### config.mk
export PLATFORM = sky130hd
export DESIGN_NAME = adder_subtractor
export DESIGN_NICKNAME = d
export VERILOG_FILES = /design/src/rtl/adder_subtractor.sv
export SDC_FILE = /design/constraint.sdc
export NUM_CORES = 1
export LEC_CHECK = 0
export ABC_AREA = 0
export CAP_MARGIN = 30
export CELL_PAD_IN_SITES_DETAIL_PLACEMENT = 1
export CELL_PAD_IN_SITES_GLOBAL_PLACEMENT = 1
export CORE_UTILIZATION = 23
export DETAILED_ROUTE_END_ITERATION = 6
export PLACE_DENSITY = 0.79
export SLEW_MARGIN = 20
export SYNTH_ARGS = -nofsm -noshare
export SYNTH_HDL_FRONTEND = slang
export SYNTH_SLANG_ARGS = --single-unit
### constraint.sdc
create_clock -name clk -period 4.4 [get_ports clk]
set_clock_uncertainty 0.15 [all_clocks]
set_input_delay 0.88 -clock clk [delete_from_list [all_inputs] [get_ports clk]]
set_output_delay 0.88 -clock clk [all_outputs]
set_load 0.005 [all_outputs]
### src/rtl/adder_subtractor.sv
// rtl/adder_subtractor.sv - registered signed ripple-carry adder/subtractor with overflow flag
module adder_subtractor #(
    parameter int WIDTH = 8
) (
    input  logic             clk,
    input  logic             rst,
    output logic [WIDTH-1:0] s,
    output logic             overflow,
    input  logic [WIDTH-1:0] a,
    input  logic [WIDTH-1:0] b,
    input  logic             op
);

    logic [WIDTH-1:0] s_d, s_q;
    logic             overflow_d, overflow_q;
    logic [WIDTH-1:0] b_x;
    logic [WIDTH:0]   carry;

    // Subtract reuses the adder: invert b and inject op as carry-in.
    always_comb begin
        b_x      = b ^ {WIDTH{op}};
        carry    = '0;
        carry[0] = op;
        s_d      = '0;
        for (int i = 0; i < WIDTH; i++) begin
            s_d[i]       = a[i] ^ b_x[i] ^ carry[i];
            carry[i + 1] = (a[i] & b_x[i]) | (carry[i] & (a[i] ^ b_x[i]));
        end
        overflow_d = carry[WIDTH] ^ carry[WIDTH-1];
    end

    always_ff @(posedge clk) begin
        if (rst) begin
            s_q        <= '0;
            overflow_q <= 1'b0;
        end else begin
            s_q        <= s_d;
            overflow_q <= overflow_d;
        end
    end

    assign s        = s_q;
    assign overflow = overflow_q;

endmodule

# After elaboration in Yosys (flattened, before gate mapping)
# Index checks and enable logic that the tools add are counted.
# word_totals
regBits	9
in_bits	19
output_inout_bits	9
wordCells	44
# classes
bitwise	42
# op_table
op	n
1-bit bitwise XOR	17
1-bit bitwise AND	16
1-bit bitwise OR	8
8-bit bitwise XOR	1

# Logic depth before layout (Yosys ltp)
# depth
word_depth	19
depth_mapped	12
ltp_nobuf	11

# Worst setup path after synthesis
# OpenSTA, ideal clock, no wires.
# synth_timing
path_kind	input to register
startpoint	input op
endpoint	register overflow_q (netlist: overflow)
t_arrival_ps	3918
required_ps	4134
slack_ps	216
stages	12
path_buffers	1
path_cell_list	buf_6 > xor2_1 > fa_1 > inv_1 > fa_1 > fa_1 > fa_1 > fa_1 > fa_1 > fa_1 > xnor2_1 > nor2_1
# synth_between
elab_chain_len	19
word_cells_on_any_way	34
# synth_rtl
element	line	text
from (decl)	11	input logic op
8-bit bitwise XOR	21	b_x = b ^ {WIDTH{op}};
1-bit bitwise XOR	27	carry[i + 1] = (a[i] & b_x[i]) | (carry[i] & (a[i] ^ b_x[i]));
1-bit bitwise AND	27	
1-bit bitwise OR	27	
1-bit bitwise AND	27	
1-bit bitwise OR	27	
1-bit bitwise AND	27	
1-bit bitwise OR	27	
[... 3 more ...]	n/a	
1-bit bitwise OR	27	
1-bit bitwise AND	27	
1-bit bitwise OR	27	
1-bit bitwise AND	27	
1-bit bitwise OR	27	
1-bit bitwise AND	27	
1-bit bitwise OR	27	
1-bit bitwise XOR *	29	overflow_d = carry[WIDTH] ^ carry[WIDTH-1];
to (signal assigned)	38	overflow_q <= overflow_d;
to (decl)	15	logic overflow_d, overflow_q;
# Every way passes the cells marked *; elsewhere a longest branch is shown, timed or not.
# A chain may end at the register's enable or synchronous reset.

# Final worst setup path
# layout_timing
startpoint	input b[1]
endpoint	register s_q[7] (netlist: s[7])
# layout_between
elab_chain_len	15
word_cells_on_any_way	16
# layout_rtl
element	line	text
from (decl)	10	input logic [WIDTH-1:0] b,
8-bit bitwise XOR *	21	
1-bit bitwise XOR	27	
1-bit bitwise AND	27	
1-bit bitwise OR *	27	
1-bit bitwise AND *	27	
1-bit bitwise OR *	27	
1-bit bitwise AND *	27	
1-bit bitwise OR *	27	
1-bit bitwise AND *	27	
1-bit bitwise OR *	27	
1-bit bitwise AND *	27	
1-bit bitwise OR *	27	
1-bit bitwise AND *	27	
1-bit bitwise OR *	27	
1-bit bitwise XOR *	26	s_d[i] = a[i] ^ b_x[i] ^ carry[i];
to (signal assigned)	34	s_q <= '0;
to (signal assigned)	37	s_q <= s_d;
to (decl)	14	logic [WIDTH-1:0] s_d, s_q;
# Marks and branches as above.

==> summary.md <==
| Metric | Value |
|---|---|
| Status | `completed` |
| Final setup margin | `0.155 ns` |
| Psw | `63.1 µW` |
| First-pass GRT wire length | `1430 µm` |
| TritonCTS Buffers | `3` |
| CP delay by family, top | `adder cells` |
| Initial Util | `24.7%` |
| Final hold slack | `1.14 ns` |
| Number of global-route vias before repair | `353` |
| Cells after Synth | `44` |
| Final period util | `96.5%` |
| CP bufs+invs | `2` |
| Synth Area in Compound Gates | `0%` |
| Via density | `3.47` |
| Layout area overhead | `70.6%` |
| Endpoints failing hold | `0` |
| Vias | `354` |
| Drt total wl | `917 µm` |
| Clock slew at reported path FFs | `0.06 ns` |
| Port bufs | `27` |
| Routed WL per cell | `8.99 µm` |
| Antenna diodes | `0` |
| Root buffer cell | `clkbuf_4` |
| Final Non-Filler Cells | `102` |
| PwrDens | `304 nW/µm²` |
| Yosys cell types | `10` |
| CP max stage delay | `0.53 ns` |
| DRT iter0 DRCs | `0` |
| CTS tree | `built` |
| Tightest Hold Check Type | `primary input to register` |
| Drt pass-1 iters | `1` |
| Combinational share of power | `37.0%` |
| Max Slew Vio Count | `0` |
| GP Congestion | `0.661` |
| Max-cap viol count | `0` |
| Minimum clock period | `4.24 ns` |
| Core Footprint | `1980 µm²` |
| Power share of the sequential group | `38.8%` |
| Rel. slew slack | `79.8%` |
| Htree depth | `1` |
| Congestion Overflow GR | `0` |
| Die ar. | `2320 µm²` |
| Hold bufs inserted after CTS | `0` |
| Worst EP arrival | `4.24 ns` |
| Post-synthesis simple-gate area fraction | `7.42%` |
| Mapped Avg Cell Area | `11.1 µm²` |
| Setup Viol. Count Final | `0` |
| DIE WIDTH | `48.1 µm` |
| F_max | `0.236 GHz` |
| Worst-path fanout max | `2` |
| Worst-case clock buffer depth | `2` |
| Initial antenna violation count | `0` |
| Post-Syn Nets | `70` |
| Crit path kind | `primary input to register` |
| Largest net degree at the start of global routing | `10` |
| Worst path cell trace | `clkdlybuf4s50_1 > xor2_2 > fa_1 > inv_1 > fa_1 > fa_2 > fa_1 > fa_2 > fa_2 > fa_2 > nor2_1` |
| Type of origin of the critical path | `primary input` |
| Syn Std Cell Area | `489 µm²` |
| Most frequent cells in the layout | `clkdlybuf4s50_1, dfxtp_1, xnor2_1, nor2_1, inv_1` |
| Worst Setup End Kind | `register` |
| Layout cells sized above 1 | `14.7%` |
| DP HPWL | `823 µm` |
| Synthesis Warnings | `0` |
| Switching part of the total power | `24.9%` |
| Register bit count reported by yosys | `9` |
| # DRC | `0` |
| Routed Antenna Nets | `0` |
| Gr usage total | `9.67%` |
| Crit-path slowest cell | `fa_2` |
| RSZ-0062 raised after global routing | `no` |
| Dpl cells | `98` |
| Mux cell area share after synthesis | `2.30%` |
| Die Y | `48.1 µm` |
| Worst EP required | `4.39 ns` |
| Register area share after synthesis | `36.8%` |
| Place WS | `-0.394 ns` |
| VDD IR max | `0.0887 mV` |
| Worst Tran Pin Value | `0.301 ns` |
| Most common cell after layout, fill and taps aside | `clkdlybuf4s50_1` |
| Clock power share | `24.3%` |
| Clock sinks | `9` |
| Setup Fix Bufs, Post-CTS | `0` |
| Largest family of logic cells by synthesized area | `adder cells` |
| Top cell by count, worst path | `fa_2` |
| Io pins | `28` |
| Synth Area in Adders | `28.6%` |
| # rows | `16` |
| Leakage | `0.333 nW` |
| Final Net Count | `102` |
| Int Power | `190 µW` |
| Synth Area in XOR/XNOR | `16.1%` |
==> timing repair <==
| item | 4_1_cts | 5_1_grt |
|---|---|---|
| cloned | 0 | 0 |
| pin swaps | 1 | 1 |
| endpoints found under the setup margin | 2 | 1 |
| resized for setup | 4 | 2 |
==> power by group through the flow <==
stage	registers, mW	logic, mW	clock network (mW)
floorplan	0.102	0.0376	0
global placement	0.100	0.0888	0
detailed placement	0.100	0.0920	0
CTS	0.0986	0.0938	0.0645
global route	0.0994	0.106	0.0677
finish	0.0983	0.0936	0.0615
==> final timing paths <==
path  cells past startpoint    to  start  slack [ns]
max                      11  s[7]   b[1]        0.16
min                       3  s[0]   a[0]        1.14
==> synthesized netlist by cell type <==
| cell type | count | area share [%] |
|---|---|---|
| xnor2_1 | 8 | 14 |
| inv_1 | 7 | 5.4 |
| nor2_1 | 8 | 6.1 |
| buf_2 | 1 | 1.0 |
| xor2_1 | 1 | 1.8 |
| nor2b_1 | 1 | 1.3 |
| dfxtp_1 | 9 | 37 |
| fa_1 | 7 | 29 |
| buf_6 | 1 | 2.3 |
| mux2_2 | 1 | 2.3 |
==> area by class of cell <==
class	count	area [µm²]
Clock buffer	4	26.3
Fill cell	220	1150
Multi-Input combinational cell	26	284
Timing Repair Buffer	29	284
Inverter	7	26.3
Sequential cell	9	180
Tap cell	27	33.8
==> stage by stage <==
step,setup TNS (ns),cell area [µm²],utilization [%],total power [mW]
finish,0,835,42.1,0.253
floorplan,0,489,-,0.140
detailed placement,-0.711,792,40.0,0.192
CTS,0,830,41.9,0.257
global route,0,835,42.1,0.273
global placement,-0.512,792,40.0,0.189
==> registers in the layout, summed over array words and instances, names as in the netlist <==
name and cells:
overflow 1, s 8
==> routing by layer <==
metal	wire [µm]	global-route usage (%)	vias up
met4	21	8.33	0
met5	0	0	-
li1	-	-	186
met2	494	13.8	16
met3	46	2.22	2
met1	354	12.2	150
==> kinds of logic after synthesis <==
family,Yosys count
and+or+nand+nor,9
xor gates and xnor gates,9
buffers and inverters,9
DFF,9
muxes,1
adders and majority gates,7
Note: power is estimated with default switching activity, not from simulation.
